[src/rtl/blink_sequencer_if.sv]
// Host-side write port for the blink_sequencer pattern table.
// The host drives the master side; the sequencer samples the slave side.
interface blink_sequencer_if #(
   parameter int ADDR_W = 4
);
   logic              CFG_WE;
   logic [ADDR_W-1:0] CFG_ADDR;
   logic [7:0]        CFG_DATA;

   modport master (output CFG_WE, CFG_ADDR, CFG_DATA);
   modport slave  (input  CFG_WE, CFG_ADDR, CFG_DATA);
endinterface

[src/rtl/blink_sequencer.sv]
// Table-driven RGB LED sequencer: a run/pause FSM steps through a writable
// pattern table, holding each entry for (dur+1) prescaler ticks.
module blink_sequencer #(
   parameter int TICK_W = 26,
   parameter int PAT_W  = 1,
   parameter int STEP_W = 3
) (
   input  logic             CLK,
   input  logic             RST,
   input  logic             BTN_RUN,
   input  logic             BTN_NEXT,
   blink_sequencer_if.slave cfg,
   output logic [2:0]       LED_RGB,
   output logic             RUNNING,
   output logic [PAT_W-1:0] PAT,
   output logic             PAT_WRAP
);
   localparam int ADDR_W = PAT_W + STEP_W;
   localparam int DEPTH  = 1 << ADDR_W;

   typedef enum logic [1:0] {S_IDLE, S_LOAD, S_SHOW, S_PAUSE} state_e;

   typedef struct packed {
      logic       last;
      logic [3:0] dur;
      logic [2:0] rgb;
   } entry_t;

   function automatic entry_t default_entry(input int idx);
      int     pat_i;
      int     step_i;
      entry_t e;
      pat_i  = idx / (1 << STEP_W);
      step_i = idx % (1 << STEP_W);
      e      = '{last: 1'b1, dur: 4'd0, rgb: 3'b000};
      if (pat_i < 2 && step_i < 5) begin
         e.last = (step_i == 4);
         if (pat_i == 0) begin
            case (step_i)
               0:       e.rgb = 3'b100;
               1:       e.rgb = 3'b010;
               2:       e.rgb = 3'b001;
               3:       e.rgb = 3'b111;
               default: e.rgb = 3'b000;
            endcase
         end else begin
            case (step_i)
               0:       e.rgb = 3'b110;
               1:       e.rgb = 3'b011;
               2:       e.rgb = 3'b101;
               3:       e.rgb = 3'b111;
               default: e.rgb = 3'b000;
            endcase
         end
      end
      return e;
   endfunction

   state_e              state_q,  state_d;
   logic [PAT_W-1:0]    pat_q,    pat_d;
   logic [STEP_W-1:0]   step_q,   step_d;
   logic [TICK_W-1:0]   presc_q,  presc_d;
   logic [3:0]          dur_q,    dur_d;
   logic [2:0]          led_q,    led_d;
   logic                wrap_q,   wrap_d;
   entry_t              table_q [DEPTH];
   entry_t              table_d [DEPTH];

   logic                tick;
   logic                seq_wrap;
   logic [STEP_W-1:0]   step_adv;
   logic [ADDR_W-1:0]   adv_addr;
   logic [ADDR_W-1:0]   load_addr;

   always_comb begin
      // NOTE: every variable gets a default before any branch, so no path leaves
      // a value unassigned and no latch is inferred.
      state_d   = state_q;
      pat_d     = pat_q;
      step_d    = step_q;
      presc_d   = presc_q;
      dur_d     = dur_q;
      led_d     = led_q;
      wrap_d    = 1'b0;
      table_d   = table_q;

      tick      = (presc_q == '1);
      seq_wrap  = table_q[{pat_q, step_q}].last || (step_q == '1);
      step_adv  = seq_wrap ? '0 : step_q + 1'b1;
      adv_addr  = {pat_q, step_adv};
      load_addr = {pat_q, {STEP_W{1'b0}}};

      if (cfg.CFG_WE) begin
         table_d[cfg.CFG_ADDR] = cfg.CFG_DATA;
      end

      case (state_q)
         S_IDLE: begin
            led_d   = 3'b000;
            presc_d = '0;
            if (BTN_NEXT) begin
               pat_d = pat_q + 1'b1;
            end else if (BTN_RUN) begin
               state_d = S_LOAD;
            end
         end

         S_LOAD: begin
            if (BTN_NEXT) begin
               pat_d = pat_q + 1'b1;
            end else begin
               led_d   = table_q[load_addr].rgb;
               dur_d   = table_q[load_addr].dur;
               presc_d = '0;
               step_d  = '0;
               state_d = S_SHOW;
            end
         end

         S_SHOW: begin
            if (BTN_NEXT) begin
               pat_d   = pat_q + 1'b1;
               step_d  = '0;
               state_d = S_LOAD;
            end else begin
               // The prescaler rolls over to 0 on the tick, so the next step
               // starts with no gap.
               presc_d = presc_q + 1'b1;
               if (tick) begin
                  if (dur_q != 4'd0) begin
                     dur_d = dur_q - 1'b1;
                  end else begin
                     step_d = step_adv;
                     led_d  = table_q[adv_addr].rgb;
                     dur_d  = table_q[adv_addr].dur;
                     wrap_d = seq_wrap;
                  end
               end
               if (BTN_RUN) begin
                  state_d = S_PAUSE;
               end
            end
         end

         S_PAUSE: begin
            if (BTN_NEXT) begin
               pat_d   = pat_q + 1'b1;
               step_d  = '0;
               state_d = S_LOAD;
            end else if (BTN_RUN) begin
               state_d = S_SHOW;
            end
         end

         default: state_d = S_IDLE;
      endcase
   end

   // NOTE: sequential state uses non-blocking assignments so every flop samples
   // the values computed before this edge, independent of statement order.
   always_ff @(posedge CLK) begin
      if (!RST) begin
         state_q <= S_IDLE;
         pat_q   <= '0;
         step_q  <= '0;
         presc_q <= '0;
         dur_q   <= '0;
         led_q   <= 3'b000;
         wrap_q  <= 1'b0;
         // NOTE: the table is a register array, not RAM, precisely so reset can
         // restore the default patterns.
         for (int i = 0; i < DEPTH; i++) begin
            table_q[i] <= default_entry(i);
         end
      end else begin
         state_q <= state_d;
         pat_q   <= pat_d;
         step_q  <= step_d;
         presc_q <= presc_d;
         dur_q   <= dur_d;
         led_q   <= led_d;
         wrap_q  <= wrap_d;
         table_q <= table_d;
      end
   end

   assign LED_RGB  = led_q;
   assign PAT      = pat_q;
   assign PAT_WRAP = wrap_q;
   assign RUNNING  = (state_q == S_LOAD) || (state_q == S_SHOW);

endmodule

[src/flat_wrapper.sv]
// flat-port wrapper written by rule: the top's interface ports become plain ports
module blink_sequencer_flat 
#(
   parameter int TICK_W = 26,
   parameter int PAT_W  = 1,
   parameter int STEP_W = 3
)
  (CLK, RST, BTN_RUN, BTN_NEXT, LED_RGB, RUNNING, PAT, PAT_WRAP, cfg_CFG_WE, cfg_CFG_ADDR, cfg_CFG_DATA);
  blink_sequencer_if cfg_i ();
  input  logic CLK;
  input  logic RST;
  input  logic BTN_RUN;
  input  logic BTN_NEXT;
  output logic [2:0] LED_RGB;
  output logic RUNNING;
  output logic [PAT_W-1:0] PAT;
  output logic PAT_WRAP;
  input wire logic [$bits(cfg_i.CFG_WE)-1:0] cfg_CFG_WE;
  input wire logic [$bits(cfg_i.CFG_ADDR)-1:0] cfg_CFG_ADDR;
  input wire logic [$bits(cfg_i.CFG_DATA)-1:0] cfg_CFG_DATA;
  assign cfg_i.CFG_WE = cfg_CFG_WE;
  assign cfg_i.CFG_ADDR = cfg_CFG_ADDR;
  assign cfg_i.CFG_DATA = cfg_CFG_DATA;
  blink_sequencer #(.TICK_W(TICK_W), .PAT_W(PAT_W), .STEP_W(STEP_W)) u_core (.CLK(CLK), .RST(RST), .BTN_RUN(BTN_RUN), .BTN_NEXT(BTN_NEXT), .cfg(cfg_i), .LED_RGB(LED_RGB), .RUNNING(RUNNING), .PAT(PAT), .PAT_WRAP(PAT_WRAP));
endmodule
[config.mk]
export PLATFORM = sky130hd
export DESIGN_NAME = blink_sequencer_flat
export DESIGN_NICKNAME = d
export VERILOG_FILES = /design/src/rtl/blink_sequencer_if.sv /design/src/rtl/blink_sequencer.sv /design/src/flat_wrapper.sv
export SDC_FILE = /design/constraint.sdc
export NUM_CORES = 1
export LEC_CHECK = 0
export CORE_UTILIZATION = 53
export DETAILED_ROUTE_END_ITERATION = 10
export PLACE_DENSITY_LB_ADDON = 0.3
export SLEW_MARGIN = 5
export SYNTH_ARGS = -nofsm -noshare
export SYNTH_HDL_FRONTEND = slang
export SYNTH_SLANG_ARGS = --single-unit
[constraint.sdc]
create_clock -name CLK -period 5.8 [get_ports CLK]
set_clock_uncertainty 0.2 [all_clocks]
set_input_delay 0.58 -clock CLK [delete_from_list [all_inputs] [get_ports CLK]]
set_output_delay 0.58 -clock CLK [all_outputs]
set_load 0.02 [all_outputs]
Word level (Yosys, flattened, before mapping)
Cells that the tools add are included.

Add/subtract/negate cells: 4. Order comparisons: 5. Equal/unequal tests: 17. Multiplexer cells: 42. Bitwise operators: 7. Reductions and logical operators: 15.

Operators with widths (count): bitwise mux 128 bit (1); binary-select mux 8 bit (select 4 bit) (3); one-hot mux 26 bit (3 select lines) (1); two-way mux 26 bit (2); demux 8 bit (select 4 bit) (1); two-way mux 3 bit (10); two-way mux 7 bit (4); adder 26 x 1 -> 26 bit, second input constant (1); == test 26 bit, second input constant (1); two-way mux 8 bit (3); greater-or-equal comparator 5 bit, second input constant (4); NOT 4 -> 5 bit (4); one-hot mux 3 bit (3 select lines) (2); two-way mux 4 bit (4); AND reduction 5 bit (3); two-way mux 2 bit (7); != test 2 bit, second input constant (6); != test 3 bit, second input constant (3); one-hot mux 2 bit (4 select lines) (1); one-hot mux 4 bit (2 select lines) (1); nonzero test 3 bit (2); less-than comparator 5 x 1 -> 1 bit, second input constant (1); OR reduction 5 bit (1); == test 2 bit, second input constant (2); 17 further kinds (22).

Bits in registers: 168. Input port bits: 17. Output and inout port bits: 6.

Logic depth before layout (Yosys ltp)
Gate-level depths: netlist of the first run.

Depth in word-level cells: 14. Mapped depth: 10. Mapped depth without buffers: 9.

Least setup slack after synthesis of the first run
Ideal clock, no wire load.

Path kind: reg2reg. Start point: reg u_core.step_q[1]. End point: reg u_core.dur_q[0]. Library setup time: 0.133 ns. Arrival time: 2.293 ns. Data required time: 5.467 ns. Setup slack: 3.174 ns. Cell stages (with the launch flop): 10. Path buffers: 1. Period minus slack after synthesis: 2.626 ns. Cell sequence: dfxtp_1 > ha_1 > ha_1 > buf_1 > inv_1 > a21oi_1 > nand3_1 > o221a_1 > o311ai_1 > a31oi_1.

Word-level cells in the longest chain between the ends: 14.

Ends and longest elaborated chain: start, declared (line blink_sequencer.sv:61) `logic [STEP_W-1:0] step_q, step_d;`; start signal, assigned (line blink_sequencer.sv:178) `step_q <= step_d;`; NOT 4 -> 5 bit (implied by the code) (line blink_sequencer.sv:88) `seq_wrap = table_q[{pat_q, step_q}].last || (step_q == '1);`; binary-select mux 8 bit (select 4 bit) (line blink_sequencer.sv:88); two-way mux 8 bit (implied by the code) (2 in a row) (line blink_sequencer.sv:88); logical OR 1 bit (line blink_sequencer.sv:88); two-way mux 3 bit (*) (line blink_sequencer.sv:89) `step_adv = seq_wrap ? '0 : step_q + 1'b1;`; NOT 4 -> 5 bit (implied by the code) (*) (line blink_sequencer.sv:135) `dur_d = table_q[adv_addr].dur;`; binary-select mux 8 bit (select 4 bit) (*) (line blink_sequencer.sv:135); two-way mux 7 bit (*) (2 in a row); two-way mux 4 bit (*) (line blink_sequencer.sv:130) `if (dur_q != 4'd0) begin`; two-way mux 4 bit (*) (line blink_sequencer.sv:129) `if (tick) begin`; two-way mux 4 bit (*) (line blink_sequencer.sv:121) `if (BTN_NEXT) begin`; one-hot mux 4 bit (2 select lines) (*) (line blink_sequencer.sv:97) `case (state_q)`; end signal, assigned (line blink_sequencer.sv:180) `dur_q <= dur_d;`; end, declared (line blink_sequencer.sv:63) `logic [3:0] dur_q, dur_d;`.

Every way passes the cells marked *; elsewhere a longest branch is shown, timed or not. The select of a mux whose other input is x is not followed. A chain may end at the register's enable or synchronous reset.

Final worst setup path of the first run
Start point: reg u_core.step_q[0]. End point: reg u_core.dur_q[0].

The elaborated chain is that of the path after synthesis.

==> results.toml, run 1 <==
[status]
status = "finished with violations"
violations = "DRC"

[clocking]
clk_pin_slew_ns = 0.07
cts_buffers = 17
cts_resized = 0
root_buffer = "clkbuf_16"
clkLatencyLatePin_ns = 0.44
cts_tree = "built"
clkSinkCount = 168
cts_setup_buffers = 0
h-tree-depth = 4
clockBufferDepth = 2
cts_hold_buf = 0

[floorplanning]
io_pins = 23
die_area_um2 = 15600
initial_utilization_pct = 54.8
rows = 44
die_y_um = 125
die_w_um = 125
core_area_um2 = 14600

[synthesis]
syn_avg_cell_area_um2 = 8.76
synthFlopType = "dfxtp_1"
synthTopCellsByCount = "168 x dfxtp_1, 156 x nor2_1, 125 x mux2i_1"
synthTopCellsByArea = "dfxtp_1 42%, mux2i_1 16%, nor2_1 7.3%, nand2_1 4.3%, a21oi_1 3.0%"
synth_top_area_share_pct = 41.9
syn_inst = 915
syn-num-nets = 940
synth_top_cell_by_area = "dfxtp_1"
synth_edf_count = 0
synth_most_common_cell = "dfxtp_1"
synth-async-reset-ratio_pct = 0
synth_cell_types = 71
synth_area_um2 = 8020
ys_seq_area_share_pct = 41.9
ys_ff_latch = 168
synth_warnings = 0

[setup_path]
required_ns = 5.89
r2r_slack_ns = 1.94
cp-end-kind = "flip-flop"
cp_max_fo = 22
crit_type = "flip-flop to flip-flop"
r2r_start = "u_core.step_q[0]"
endpoint = "u_core.dur_q[0]"
r2r-end = "u_core.dur_q[0]"
start_kind = "flip-flop"
cp.arrival_ns = 3.95
reg2reg_depth = 9
crit_path_start = "u_core.step_q[0]"

[route]
vias = 6724
drt_iter0_drc = 683
via_per_inst = 6.09
ant_nets = 0
routed_wl_um = 22000
routedWlPerCell_um = 19.9
drc_errors = 4
firstDrtPassIters = 9

[final_layout]
areaGrowthSynthToFinish_pct = 11.2
drive_gt1_share_pct = 7.60
n_antenna_cell = 0
nNetsFinal = 933

[power]
p_leak_uw = 0.00325
pwr_density_cell_nw_per_um2 = 302
p_total_uw = 2700
peakVddDrop_uv = 239

[sta]
slew_violations = 0
setup-tns-final_ns = 0
max_freq_ghz = 0.259
tightest_slew_ns = 1.10
finalSetupViolCount = 0
rsz0062_at_grt = "no"
finalCriticalPeriod_ns = 3.86
final_hold_viol_count = 0
min_period_over_period_pct = 66.6
max-slew-margin-rel_pct = 26.3

[global_routing]
grt-ovfl-total = 0
grt_pass1_vias = 6091
grt_max_degree = 67
grt_pass1_wl_um = 34700
antenna_found_initial = 0
grtUsageTotal_pct = 28.9

[placed_design]
gp_congestion = 1.00
dpl.hpwl_um = 15200
io_buffer_count = 22

[min_path]
hold_class = "flip-flop to flip-flop"

[job]
drv_cap = 0
-- how the worst min path moves through the flow --
| stage | start | endpoint | slack [ns] | depth (start not counted) |
|---|---|---|---|---|
| 2_1_floorplan | u_core.table_q[103] | u_core.table_q[103] | 0.23 | 2 |
| 3_3_place_gp | u_core.table_q[36] | u_core.table_q[36] | 0.24 | 2 |
| 3_5_place_dp | u_core.table_q[37] | u_core.table_q[37] | 0.25 | 2 |
| 4_1_cts | u_core.table_q[39] | u_core.table_q[39] | 0.26 | 2 |
| 5_1_grt | u_core.table_q[103] | u_core.table_q[103] | 0.28 | 2 |
| 6_report | u_core.table_q[39] | u_core.table_q[39] | 0.26 | 2 |
-- state kept, by name, indices dropped and copies added (netlist names) --
| signal | count |
|---|---|
| u_core.presc_q | 26 |
| u_core.table_q | 128 |
| u_core.PAT | 1 |
| u_core.state_q | 2 |
| u_core.PAT_WRAP | 1 |
| u_core.dur_q | 4 |
| u_core.LED_RGB | 3 |
| u_core.step_q | 3 |
-- worst max-delay path: stages (launching register included) --
cell and delay, ns:
dfxtp_2 0.68, buf_4 0.41, ha_1 0.20, ha_1 0.74
inv_1 0.31, a21oi_1 0.28, nand3_1 0.20, o221a_1 0.32
o311ai_1 0.25, a31oi_1 0.11
-- per-stage QoR --
step / util, % / cell area, µm² / cells / hold WS, ns / worst slack (ns)
final: 60.9 / 8920 / 1105 / 0.257 / 1.94
after global routing: 60.9 / 8920 / 1105 / 0.282 / 1.79
after CTS: 60.9 / 8920 / 1105 / 0.257 / 2.03
after detailed placement: 56.7 / 8300 / 1073 / 0.249 / 2.01
after global placement: 56.7 / 8300 / 1073 / 0.243 / 2.12
after floorplan: - / 8020 / 915 / 0.233 / 3.17
-- area by class of cell --
type,count,area [µm²]
clock buffer,17,425
clock inverter,15,190
fill,1289,5730
inverter,20,76.3
multi-input combinational,672,4360
sequential,168,3360
tap,184,230
timing repair buffer,29,273
-- placed cells by master, fill, tap and decap left out, types with 8 or more instances in the layout --
cell and count:
dfxtp_1 167, nor2_1 156, mux2i_1 125, nand2_1 92
a21oi_1 48, nand3_1 34, clkdlybuf4s50_1 22, o21ai_0 20
inv_1 19, clkbuf_16 17, nand4_1 13, nor3_1 13
or3_1 12, xnor2_1 11, xor2_1 10, mux2_2 9
o211ai_1 9, nand2b_1 8, and3_1 8, ha_1 8
-- cell families after synthesis --
logic type / Yosys count / share of synthesized area (%)
compound gates: 144 / 12.2
xor+xnor: 21 / 2.29
fa+ha+maj: 8 / 1.25
buf+inv: 75 / 3.71
flops: 168 / 41.9
mux: 141 / 18.7
simple gates: 358 / 19.8
-- where the power goes --
| group | switching, µW | internal [µW] |
|---|---|---|
| combinational | 192 | 104 |
| clock | 508 | 690 |
| sequential | 27.3 | 1170 |
| total | 728 | 1970 |
-- metal layers --
metal  track usage (%)  up-vias  part of all wire (%)
li1                  -     3210                     -
met1              42.0     3234                    47
met2              43.3      250                    44
met3              6.08       30                   7.0
met4              7.96        0                   1.5
met5                 0        -                     0
Power figures use the tool's default switching activity.
==> inputs of run 2 (changes only) <==
clock period = 3.2 ns   (was 5.8 ns; I/O delays follow)
==> results.toml, run 2 (synthesis results as in run 1) <==
[status]
status = "finished with violations"
violations = "DRC"

[setup_path]
cp-end-kind = "flip-flop"
slowest_delay_ns = 0.60
worst-path-buf-inv = 0
worstPathCellList = "mux4_2 > mux2_4 > a21oi_1 > a21boi_0 > a2111oi_0 > a2111o_1 > a41oi_1"
start_kind = "flip-flop"
cp_max_fo = 13
crit_path_top_delay_cell = "mux4_2"
crit_family = "compound AO/OA/AOI/OAI gates"
crit_type = "flip-flop to flip-flop"
cp.arrival_ns = 3.00
required_ns = 3.30

[clocking]
clk_pin_slew_ns = 0.06
root_buffer = "clkbuf_16"
cts_buffers = 17
cts_resized = 0
h-tree-depth = 4
cts_hold_buf = 0
clockBufferDepth = 2
clkSinkCount = 168
cts_tree = "built"
clkLatencyLatePin_ns = 0.43
cts_setup_buffers = 0

[route]
ant_nets = 0
drt_iter0_drc = 693
drc_errors = 4
routed_wl_um = 22800
via_per_inst = 6.12
vias = 6874
firstDrtPassIters = 8
routedWlPerCell_um = 20.3

[power]
peakVddDrop_uv = 420
p_leak_uw = 0.00332
pwr_density_cell_nw_per_um2 = 530

[placed_design]
gp_congestion = 1.02
dpl.hpwl_um = 15800
dpl_cell_area_um2 = 8460
io_buffer_count = 22
dpl.cell_count = 1092
post-place-ws_ns = 0.349

[final_layout]
multiInputGateArea_um2 = 4360
top_register = "u_core.table_q"
areaGrowthSynthToFinish_pct = 12.8
fill_cells = 1266
fin_area_um2 = 9040
biggestRegsByFlops = "u_core.table_q: 128 flops, u_core.presc_q: 26 flops, u_core.dur_q: 4 flops"
layout_commonest_cell = "dfxtp_1"
drive_gt1_share_pct = 9.27
nNetsFinal = 952
stdcell_count = 1123
final_cell_mix = "167 x dfxtp_1, 156 x nor2_1, 125 x mux2i_1"
n_antenna_cell = 0
largest_reg_flops = 128
seqCellArea_um2 = 3360

[sta]
finalCriticalPeriod_ns = 2.90
min_period_over_period_pct = 90.7
rsz0062_at_grt = "no"
setup_ws_ns = 0.299
slew_violations = 0
finalSetupViolCount = 0
max-slew-margin-rel_pct = 36.4
setup-tns-final_ns = 0
tightest_slew_ns = 0.951
max_freq_ghz = 0.345
final_hold_viol_count = 0

[floorplanning]
core_area_um2 = 14600
die_y_um = 125
die_w_um = 125
initial_utilization_pct = 54.8
io_pins = 23
rows = 44
die_area_um2 = 15600

[global_routing]
grt-ovfl-total = 0
antenna_found_initial = 0
grtUsageTotal_pct = 30.5
grt_pass1_wl_um = 36500
grt_max_degree = 65
grt_pass1_vias = 6436

[min_path]
hold_class = "flip-flop to flip-flop"

[job]
drv_cap = 0
## run 2: routing by layer
| layer | vias to the layer above | GRT usage [%] | wire length [µm] |
|---|---|---|---|
| met3 | 50 | 7.40 | 1860 |
| met5 | - | 0 | 0 |
| met2 | 287 | 44.6 | 9900 |
| met1 | 3286 | 42.9 | 10400 |
| li1 | 3251 | - | - |
| met4 | 0 | 13.0 | 695 |
## run 2: worst paths after layout
check / cells past startpoint / from / endpoint / slack (ns)
worst max-delay path: 7 / u_core.step_q[0] / u_core.dur_q[3] / 0.30
worst min-delay path: 2 / u_core.table_q[100] / u_core.table_q[100] / 0.26
worst max register to register: 7 / u_core.step_q[0] / u_core.dur_q[3] / 0.30
worst min register to register: 2 / u_core.table_q[100] / u_core.table_q[100] / 0.26
## run 2: stage by stage
| stage | utilization, % | hold slack [ns] | power [µW] |
|---|---|---|---|
| final | 61.7 | 0.258 | 4800 |
| after global routing | 61.7 | 0.280 | 4950 |
| after CTS | 61.7 | 0.254 | 4810 |
| after detailed placement | 57.7 | 0.245 | 2770 |
| after global placement | 57.7 | 0.244 | 2770 |
| after floorplan | - | 0.233 | 2570 |
## run 2: tightest hold or removal path, cell delays in order (launching register included)
cell and delay (ns):
dfxtp_1 0.31, nand2_1 0.05, a21oi_1 0.05
## run 2: cell type report
cell class              count  share of cell area (%)
well taps                 184                    2.55
clock inverters            12                    1.58
repair buffers             48                    4.73
clock buffers              19                    4.90
flip-flops and latches    168                    37.2
multi-input cells         672                    48.2
inverters                  20                   0.844
## run 2: power breakdown
group          internal [µW]  switching (µW)  total [µW]  leakage [µW]
registers               2130            37.9        2170       0.00136
logic                    204             368         572       0.00169
clock network           1180             880        2060      0.000273
total                   3510            1290        4800       0.00332
==> inputs of run 3 (changes only) <==
--- a/config.mk
+++ b/config.mk
@@ -8,4 +8,5 @@
 export CORE_UTILIZATION = 53
 export DETAILED_ROUTE_END_ITERATION = 10
+export GPL_TIMING_DRIVEN = 1
 export PLACE_DENSITY_LB_ADDON = 0.3
 export SLEW_MARGIN = 5
==> constraint.sdc (replaced) <==
create_clock -name CLK -period 3.2 [get_ports CLK]
set_clock_uncertainty 0.2 [all_clocks]
set_input_delay 0.32 -clock CLK [delete_from_list [all_inputs] [get_ports CLK]]
set_output_delay 0.32 -clock CLK [all_outputs]
set_load 0.005 [all_outputs]
==> results.toml, run 3 (synthesis results as in run 1) <==
[final_layout]
top_register = "u_core.table_q"
n_antenna_cell = 0
biggestRegsByFlops = "u_core.table_q: 128 flops, u_core.presc_q: 26 flops, u_core.dur_q: 4 flops"
drive_gt1_share_pct = 9.47
final_cell_mix = "167 x dfxtp_1, 156 x nor2_1, 125 x mux2i_1"
stdcell_count = 1124
layout_commonest_cell = "dfxtp_1"
nNetsFinal = 952
fin_area_um2 = 9000
areaGrowthSynthToFinish_pct = 12.2
largest_reg_flops = 128

[global_routing]
grt_pass1_vias = 6326
grtUsageMet3_pct = 8.34
globalRouteMet2Util_pct = 44.9
grt_pass1_wl_um = 36000
grt_max_degree = 65
use_met1_pct = 42.0
grt-ovfl-total = 0
antenna_found_initial = 0
grt.busiest_layer = "met2"
grtUsageTotal_pct = 30.1

[clocking]
clkSinkCount = 168
clockBufferDepth = 2
cts_hold_buf = 0
cts_buffers = 17
root_buffer = "clkbuf_16"
cts_setup_buffers = 0
cts_tree = "built"
cts_resized = 0
h-tree-depth = 4
clkLatencyLatePin_ns = 0.44
clk_pin_slew_ns = 0.06

[sta]
setup_ws_ns = 0.322
finalCriticalPeriod_ns = 2.88
setup-tns-final_ns = 0
max-slew-margin-rel_pct = 32.5
slew_violations = 0
max_freq_ghz = 0.348
final_hold_viol_count = 0
tightest_slew_ns = 1.01
rsz0062_at_grt = "no"
min_period_over_period_pct = 89.9
finalSetupViolCount = 0

[setup_path]
start_kind = "flip-flop"
required_ns = 3.29
crit_path_top_delay_cell = "mux4_2"
crit_family = "compound AO/OA/AOI/OAI gates"
worstPathCellList = "mux4_2 > mux2_4 > a21oi_1 > a21boi_0 > a2111oi_0 > a2111o_1 > a41oi_1"
slowest_delay_ns = 0.60
worst-path-buf-inv = 0
cp_max_fo = 13
cp-end-kind = "flip-flop"
crit_type = "flip-flop to flip-flop"
cp.arrival_ns = 2.97

[route]
ant_nets = 0
routedWlPerCell_um = 20.2
drc_errors = 4
routed_wl_um = 22700
vias = 6812
drt_iter0_drc = 619
via_per_inst = 6.06
firstDrtPassIters = 8

[floorplanning]
io_pins = 23
die_area_um2 = 15600
initial_utilization_pct = 54.8
core_area_um2 = 14600
die_y_um = 125
die_w_um = 125
rows = 44

[placed_design]
dpl_cell_area_um2 = 8460
gp_congestion = 1.02
dpl.hpwl_um = 15700
io_buffer_count = 22
dpl.cell_count = 1092
post-place-ws_ns = 0.364

[status]
status = "finished with violations"
violations = "DRC"

[power]
pwr_density_cell_nw_per_um2 = 516
peakVddDrop_uv = 396
p_leak_uw = 0.00331
p_total_uw = 4650

[min_path]
hold_class = "flip-flop to flip-flop"

[job]
drv_cap = 0
run 3: area by class of cell:
class                   instances  area (µm²)
flip-flops and latches        168        3360
clock buffers                  17         425
multi-input cells             672        4360
inverters                      20        76.3
repair buffers                 48         428
well taps                     184         230
clock inverters                15         118
fillers                      1254        5640
run 3: worst paths after layout:
check | from | to | slack [ns] | cells past startpoint
setup / recovery | u_core.step_q[0] | u_core.dur_q[3] | 0.32 | 7
setup reg to reg | u_core.step_q[0] | u_core.dur_q[3] | 0.32 | 7
hold / removal | u_core.table_q[100] | u_core.table_q[100] | 0.26 | 2
hold reg to reg | u_core.table_q[100] | u_core.table_q[100] | 0.26 | 2
run 3: through the flow:
step	utilization, %	hold WS, ns
final	61.5	0.261
after global routing	61.5	0.277
after CTS	61.5	0.260
after detailed placement	57.7	0.248
after global placement	57.7	0.244
after floorplan	-	0.233
run 3: power breakdown:
part	total (µW)	internal (µW)	switching, µW
Sequential	2170	2130	37.6
Combinational	560	203	356
Clock	1920	1010	913
run 3: routing by layer:
layer / routed length (µm) / vias up
met3: 1810 / 27
li1: - / 3265
met4: 457 / 0
met2: 10000 / 247
met5: 0 / -
met1: 10500 / 3273
run 3: tightest hold or removal path, stage by stage (launching register included):
cell     delay, ns
dfxtp_1       0.31
nand2_1       0.05
a21oi_1       0.05
